[config.mk]
export PLATFORM = sky130hd
export DESIGN_NAME = pm_loader
export DESIGN_NICKNAME = d
export VERILOG_FILES = /design/src/rtl/pm_loader_pkg.sv /design/src/rtl/pm_loader_timer.sv /design/src/rtl/pm_loader.sv
export SDC_FILE = /design/constraint.sdc
export NUM_CORES = 1
export LEC_CHECK = 0
export CORE_MARGIN = 5
export CORE_UTILIZATION = 50
export CTS_CLUSTER_SIZE = 25
export DETAILED_ROUTE_END_ITERATION = 10
export GPL_ROUTABILITY_DRIVEN = 1
export PLACE_DENSITY = 0.76
export SLEW_MARGIN = 20
export SYNTH_ARGS = -nofsm -noshare
export SYNTH_HDL_FRONTEND = slang
export SYNTH_HIERARCHICAL = 1
export SYNTH_SLANG_ARGS = --single-unit
[constraint.sdc]
create_clock -name clk -period 2.01 [get_ports clk]
set_clock_uncertainty 0.05 [all_clocks]
set_input_delay 0.402 -clock clk [delete_from_list [all_inputs] [get_ports clk]]
set_output_delay 0.402 -clock clk [all_outputs]
set_load 0.02 [all_outputs]
[src/rtl/pm_loader_pkg.sv]
// Shared types and constants for the program-memory loader.
package pm_loader_pkg;

    typedef enum logic [2:0] {
        IDLE = 3'd0,
        LEN  = 3'd1,
        DATA = 3'd2,
        CSUM = 3'd3,
        ERR  = 3'd4
    } state_t;

    localparam logic [7:0] HDR_BYTE_DEFAULT = 8'hA5;

    localparam logic [1:0] ERR_NONE    = 2'b00;
    localparam logic [1:0] ERR_CSUM    = 2'b01;
    localparam logic [1:0] ERR_TIMEOUT = 2'b10;

    // Program memory write-port payload
    typedef struct packed {
        logic [7:0] addr;
        logic [7:0] data;
    } pm_wr_t;

endpackage

[src/rtl/pm_loader_timer.sv]
// Inter-byte idle timer; expired is high during the cycle in which the
// count would reach TIMEOUT_CYC.
module loader_timer #(
    parameter int unsigned TIMEOUT_CYC = 1000,
    parameter int unsigned TW          = 10
) (
    input  logic clk,
    input  logic reset,
    input  logic clr,
    input  logic en,
    output logic expired
);

    localparam logic [TW-1:0] LAST = TW'(TIMEOUT_CYC - 1);

    logic [TW-1:0] cnt;

    always_ff @(posedge clk or negedge reset) begin
        if (!reset) begin
            cnt     <= '0;
            expired <= 1'b0;
        end else if (clr || !en) begin
            cnt     <= '0;
            expired <= 1'b0;
        end else begin
            cnt     <= cnt + TW'(1);
            expired <= ((cnt + TW'(1)) == LAST);
        end
    end

endmodule

[src/rtl/pm_loader.sv]
// Loads a framed, checksummed byte stream into program memory and holds the
// CPU in reset until a verified image is present.
module pm_loader
    import pm_loader_pkg::*;
#(
    parameter logic [7:0]  HDR_BYTE    = HDR_BYTE_DEFAULT,
    parameter int unsigned TIMEOUT_CYC = 1000,
    parameter int unsigned TW          = 10
) (
    input  logic       clk,
    input  logic       reset,
    input  logic [7:0] in_data,
    input  logic       in_valid,
    output logic       in_ready,
    input  logic       err_clr,
    output logic [7:0] pm_wr_addr,
    output logic [7:0] pm_wr_data,
    output logic       pm_wren,
    output logic       cpu_reset,
    output logic       busy,
    output logic       load_ok,
    output logic       err,
    output logic [1:0] err_code,
    output logic [8:0] bytes_loaded
);

    state_t     state;
    state_t     state_next;
    pm_wr_t     pm_wr;
    logic [7:0] addr;
    logic [8:0] count;
    logic [7:0] checksum;
    logic       accept;
    logic       timer_en;
    logic       expired;
    logic       last_byte;
    logic       csum_match;

    assign accept     = in_valid & in_ready;
    assign timer_en   = (state == LEN) || (state == DATA) || (state == CSUM);
    assign last_byte  = ((bytes_loaded + 9'd1) == count);
    assign csum_match = (in_data == checksum);
    assign pm_wr_addr = pm_wr.addr;
    assign pm_wr_data = pm_wr.data;

    loader_timer #(
        .TIMEOUT_CYC (TIMEOUT_CYC),
        .TW          (TW)
    ) u_timer (
        .clk     (clk),
        .reset   (reset),
        .clr     (accept),
        .en      (timer_en),
        .expired (expired)
    );

    always_ff @(posedge clk or negedge reset) begin
        if (!reset) begin
            state <= IDLE;
        end else begin
            state <= state_next;
        end
    end

    // An accepted byte always takes priority over a timeout in the same cycle
    always_comb begin
        state_next = state;
        case (state)
            IDLE: begin
                if (accept && (in_data == HDR_BYTE)) state_next = LEN;
            end
            LEN: begin
                if (accept)       state_next = DATA;
                else if (expired) state_next = ERR;
            end
            DATA: begin
                if (accept) begin
                    if (last_byte) state_next = CSUM;
                end else if (expired) begin
                    state_next = ERR;
                end
            end
            CSUM: begin
                if (accept)       state_next = csum_match ? IDLE : ERR;
                else if (expired) state_next = ERR;
            end
            ERR: begin
                if (err_clr) state_next = IDLE;
            end
            default: state_next = IDLE;
        endcase
    end

    // Datapath, write port and status registers
    always_ff @(posedge clk or negedge reset) begin
        if (!reset) begin
            in_ready     <= 1'b1;
            pm_wren      <= 1'b0;
            pm_wr        <= '0;
            cpu_reset    <= 1'b1;
            busy         <= 1'b0;
            load_ok      <= 1'b0;
            err          <= 1'b0;
            err_code     <= ERR_NONE;
            bytes_loaded <= '0;
            checksum     <= '0;
            addr         <= '0;
            count        <= '0;
        end else begin
            pm_wren  <= 1'b0;
            in_ready <= (state_next != ERR);
            busy     <= (state_next == LEN) || (state_next == DATA) || (state_next == CSUM);
            err      <= (state_next == ERR);
            case (state)
                IDLE: begin
                    if (accept && (in_data == HDR_BYTE)) begin
                        cpu_reset    <= 1'b1;
                        load_ok      <= 1'b0;
                        bytes_loaded <= '0;
                        checksum     <= '0;
                    end
                end
                LEN: begin
                    if (accept) begin
                        count <= (in_data == 8'h00) ? 9'd256 : {1'b0, in_data};
                        addr  <= '0;
                    end else if (expired) begin
                        err_code <= ERR_TIMEOUT;
                    end
                end
                DATA: begin
                    if (accept) begin
                        pm_wren      <= 1'b1;
                        pm_wr.addr   <= addr;
                        pm_wr.data   <= in_data;
                        addr         <= addr + 8'd1;
                        checksum     <= checksum + in_data;
                        bytes_loaded <= bytes_loaded + 9'd1;
                    end else if (expired) begin
                        err_code <= ERR_TIMEOUT;
                    end
                end
                CSUM: begin
                    if (accept) begin
                        if (csum_match) begin
                            load_ok   <= 1'b1;
                            cpu_reset <= 1'b0;
                        end else begin
                            err_code <= ERR_CSUM;
                        end
                    end else if (expired) begin
                        err_code <= ERR_TIMEOUT;
                    end
                end
                ERR: begin
                    cpu_reset <= 1'b1;
                    if (err_clr) err_code <= ERR_NONE;
                end
                default: ;
            endcase
        end
    end

endmodule

After elaboration in Yosys (flattened, before gate mapping)
Cells that the tools add are included.
- register bits after elaboration: 72
- latch bits: 0
- memory bits (writable): 0
- ROM bits: 0
- input bits: 12
- output and inout bits: 33
- logic and storage cells: 101
- memories: 0
- add/sub/neg operators: 4
- multipliers: 0
- div/mod/pow operators: 0
- order comparisons: 0
- eq/ne operators: 21
- shift operators: 0
- multiplexer cells: 37
- bitwise operators: 1
- reductions and logical operators: 22
- operator list (operator ; count):
    2-to-1 mux 8 bit ; 4
    case mux 8 bit (2 select lines) ; 2
    2-to-1 mux 9 bit ; 3
    2-to-1 mux 3 bit ; 8
    case mux 9 bit (2 select lines) ; 1
    case mux 3 bit (5 select lines) ; 1
    != test 2 bit (second input constant) ; 7
    == test 3 x 2 -> 1 bit (second input constant) ; 4
    AND reduction 4 bit ; 3
    adder 10 x 1 -> 10 bit (second input constant) ; 1
    == test 10 bit (second input constant) ; 1
    2-to-1 mux 10 bit ; 1
    2-to-1 mux 2 bit ; 5
    adder 9 x 1 -> 9 bit (second input constant) ; 1
    == test 9 bit ; 1
    2-to-1 mux 1 bit ; 9
    adder 8 x 1 -> 8 bit (second input constant) ; 1
    adder 8 bit ; 1
    == test 8 bit ; 1
    == test 8 bit (second input constant) ; 1
    zero test 8 bit ; 1
    == test 3 x 1 -> 1 bit (second input constant) ; 2
    == test 3 bit (second input constant) ; 2
    != test 3 bit (second input constant) ; 2
    13 further kinds ; 22

Depth between registers and ports, before layout
- depth after elaboration: 8
- mapped depth: 8
- gate-level depth less buffers: 8

Cells and area by module
Netlist, hierarchy kept.
- modules (own cells, without submodules) (module ; instances ; cells an instance ; area an instance (sq um) ; seq. area each (sq um)):
    pm_loader ; 1 ; 350 ; 3168.0 ; 1529.0
    loader_timer ; 1 ; 54 ; 579.3 ; 275.3

Worst setup path after synthesis
No wires, ideal clock.
- path kind: input-to-reg
- start: in in_data[0]
- end: reg checksum[6]
- library setup time: 0.135 ns
- data arrival time: 1.794 ns
- required time: 1.825 ns
- setup slack: 0.031 ns
- cell stages on the path: 8
- buffers on the path: 0
- path through: ha_1 -> fa_1 -> a21o_1 -> a21oi_1 -> o21bai_1 -> a21oi_1 -> xor2_1 -> o21ai_0
- cells in the longest elaborated chain, start to end: 4
- elaborated cells between the ends (all ways): 7
- classes of those cells: add/sub: 1; eq/ne: 2; mux: 2; reduce/logical: 2
- RTL lines (what ; RTL line ; source):
    from (decl) ; pm_loader.sv:12 ; input logic [7:0] in_data,
    parallel branches: the longest is 4 deep, another holds adder 8 bit ; -- ;
    to (signal assigned) ; pm_loader.sv:137 ; checksum <= checksum + in_data;
    to (decl) ; pm_loader.sv:32 ; logic [7:0] checksum;
Several ways; the timed one is not identified. The select of a mux whose other input is x is not followed.
A chain may end at the register's enable or synchronous reset.

Worst setup path in the final report
- start: reg cpu_reset
- end: out cpu_reset
- RTL lines (what ; RTL line ; source):
    from (decl) ; pm_loader.sv:19 ; output logic cpu_reset,
    from (signal assigned) ; pm_loader.sv:100 ; cpu_reset <= 1'b1;
    from (signal assigned) ; pm_loader.sv:117 ; cpu_reset <= 1'b1;
    from (signal assigned) ; pm_loader.sv:147 ; cpu_reset <= 1'b0;
No word-level cell between the ends.

==> flow_summary.ini <==
[sta]
rsz0062_at_grt = no
worst_pin_slew_ns = 0.520
fin_crit_sh_pct = 97.1
fmax_mhz = 512
hold_violations = 0
setup_viol = 0
report.final.slew_viol_count = 0
slew_headroom_pct = 65.2
period_needed_ns = 1.95

[worst_setup_path]
crit_type = reg2out
cp_top_family = buffers and inverters
crit_path_end_kind = output port
cp_slowest_cell = clkdlybuf4s50_1
cp_cell_sequence = clkdlybuf4s50_1
r2r_slack_ns = 0.07
path_buf_inv = 1
crit_path_max_fanout = 3
worst_ep_arrival_time_ns = 1.50
max_stage_delay_ns = 0.60
required_ns = 1.56
setup.worst_path.start_class = flop

[place]
dp.cells = 569
dp_hpwl_um = 6100
place_area_mm2 = 0.00450
port_buffers = 44
place.gp.congestion = 0.918

[clocking]
clock-sinks = 72
clk_latency_ns = 0.35
htreeDepth = 3
cts_buffer_depth = 2
cts_buffers = 9
cts.clk_slew.worst_paths_ns = 0.08
cts_tree = yes
root_buffer = clkbuf_8

[cells_and_area]
finalNonFillerCells = 587
final_area_mm2 = 0.00493
fill_cells = 573
register_area_mm2 = 0.00181
drive_above_1_share_pct = 19.9
diodes = 0
multiInputGateArea_mm2 = 0.00197
area_growth_syn_to_layout_pct = 31.6
nets = 507

[yosys]
synth_seq_cells = 72
yosys_warnings = 6
avgSynthCellArea_um2 = 9.28
ys_async_sr_fraction_pct = 100
synth_seq_area_share_pct = 48.1
ys_types = 61
dominantRegCellSynth = dfrtp_1
synth_edf_count = 0
syn_area_mm2 = 0.00375
netlist_instances = 404
syn_nets = 428

[route]
via_per_inst = 5.60
drc = 0
vias = 3289
first_iter_violations = 206
wl_per_cell_um = 15.7
finalWirelength_um = 9200
dr.pass1.iters = 5
ant_nets = 0

[floorplanning]
pin_count = 45
start_util_pct = 51.4
die_area_mm2 = 0.00933
die_w_um = 96.6
die_h_um = 96.6
core_mm2 = 0.00729
num_rows = 31

[status]
status = complete, no violations

[global_routing]
grt_pass1_wl_um = 14900
antenna_found_initial = 0
overflow = 0
grt_pass1_vias = 3199
grt_use_total_pct = 20.8
grt_max_degree = 73

[pwr]
p_leak_nw = 2.37
p_total_mw = 4.91
ir_drop_uv = 593
p_per_area_mw_per_mm2 = 996

[hold_path]
hp-class = in2async

[flow_run]
cap_viol_max_count = 0
-- synth_stat cells, drive strengths merged (2+ instances only) --
library cell,number,area (µm²)
o22ai,2,12.5
a22o,4,38.8
a31oi,5,31.3
nand3,19,105
inv,11,46.3
mux2i,2,20.0
xor2,15,131
o31ai,2,15.0
or4,3,26.3
nand2,102,393
xnor2,11,96.3
nand4,7,65.1
ha,11,138
nor4,2,18.8
nand2b,3,18.8
or3,2,12.5
nor3,7,57.6
a21oi,13,65.1
and3,6,38.8
dfrtp,70,1750
o21ai,41,209
a21o,2,15.0
nor2,28,113
dfstp,2,52.6
buf,9,68.8
o21bai,3,26.3
clkbuf,6,23.8
-- sequential cells by signal, summed over array words and instances, names as in the netlist --
| register | cells |
|---|---|
| u_timer/cnt | 10 |
| bytes_loaded | 9 |
| count | 9 |
| addr | 8 |
| checksum | 8 |
| pm_wr_addr | 8 |
| pm_wr_data | 8 |
| state | 3 |
| err_code | 2 |
| busy | 1 |
| cpu_reset | 1 |
| err | 1 |
| in_ready | 1 |
| load_ok | 1 |
| pm_wren | 1 |
| u_timer/expired | 1 |
-- layout by cell type (no fill, tap or decap), drive strengths merged, types with 11 or more instances in the layout --
cell           instances
dfrtp                 70
nand2                102
ha                    11
xnor2                 11
buf                   40
clkdlybuf4s50         33
o21ai                 41
a21oi                 13
nor2                  28
xor2                  15
inv                   11
nand3                 19
-- worst register-to-register path, cell delays in order (launching register included) --
cell	delay [ns]
dfrtp_1	0.41
ha_4	0.19
fa_2	0.33
a21o_1	0.17
a21oi_2	0.17
o21bai_1	0.10
a21oi_2	0.15
xor2_1	0.15
o21ai_0	0.09
-- timing repair --
action / in CTS / in global routing
setup buffers: 1 / 1
pin swaps: 12 / 10
hold buffers: 0 / 0
gates cloned: 0 / 0
resized for setup: 17 / 19
endpoints found under the setup margin: 21 / 19
-- cells by family after synthesis --
group                      after synthesis  synth area share (%)
AOI/OAI and AO/OA                       82                  13.5
adders and majority gates               12                  4.21
xor gates and xnor gates                26                  6.08
DFF                                     72                  48.1
buffers and inverters                   26                  3.71
and+or+nand+nor                        184                  23.9
muxes                                    2                 0.534
-- through the flow --
step                setup slack, ns  TNS (ns)  utilization [%]  hold WS (ns)
floorplan                    0.0311         0                -        0.0564
global placement             -0.523    -10.85             61.8         0.408
detailed placement           -0.616    -12.13             61.8         0.410
CTS                         -0.0179   -0.0179             66.4        0.0261
global route                0.00646         0             67.6        0.0333
finish                       0.0584         0             67.6        0.0197
-- area by class of cell --
cell class	count	share of cell area (%)
Clock inverter	6	2.18
Inverter	11	0.939
Tap cell	99	2.51
Multi-Input combinational cell	306	39.9
Clock buffer	10	2.59
Sequential cell	72	36.6
Timing Repair Buffer	83	15.2
-- path summary, 6_finish.rpt --
kind / startpoint / end / cells after the start
max: cpu_reset / cpu_reset / 1
min: reset / err_code[0] / 2
max reg2reg: checksum[0] / checksum[6] / 8
min reg2reg: addr[7] / addr[7] / 1
max in group asynchronous: reset / cpu_reset / 2
min in group clk: in_data[3] / pm_wr_data[3] / 3
-- per-layer routing --
metal	wire (µm)	global-route usage, %	part of all wire (%)	vias up
met4	186	12.4	2.0	0
met1	3950	25.5	43	1608
met3	414	5.27	4.5	20
li1	-	-	-	1555
met2	4640	33.2	50	106
met5	0	0	0	-
-- power by group --
part / internal [mW] / switching (mW) / total [mW]
clock: 0.820 / 0.544 / 1.36
sequential: 1.67 / 0.208 / 1.88
combinational: 0.842 / 0.830 / 1.67
total: 3.33 / 1.58 / 4.91
Power figures use the tool's default switching activity.
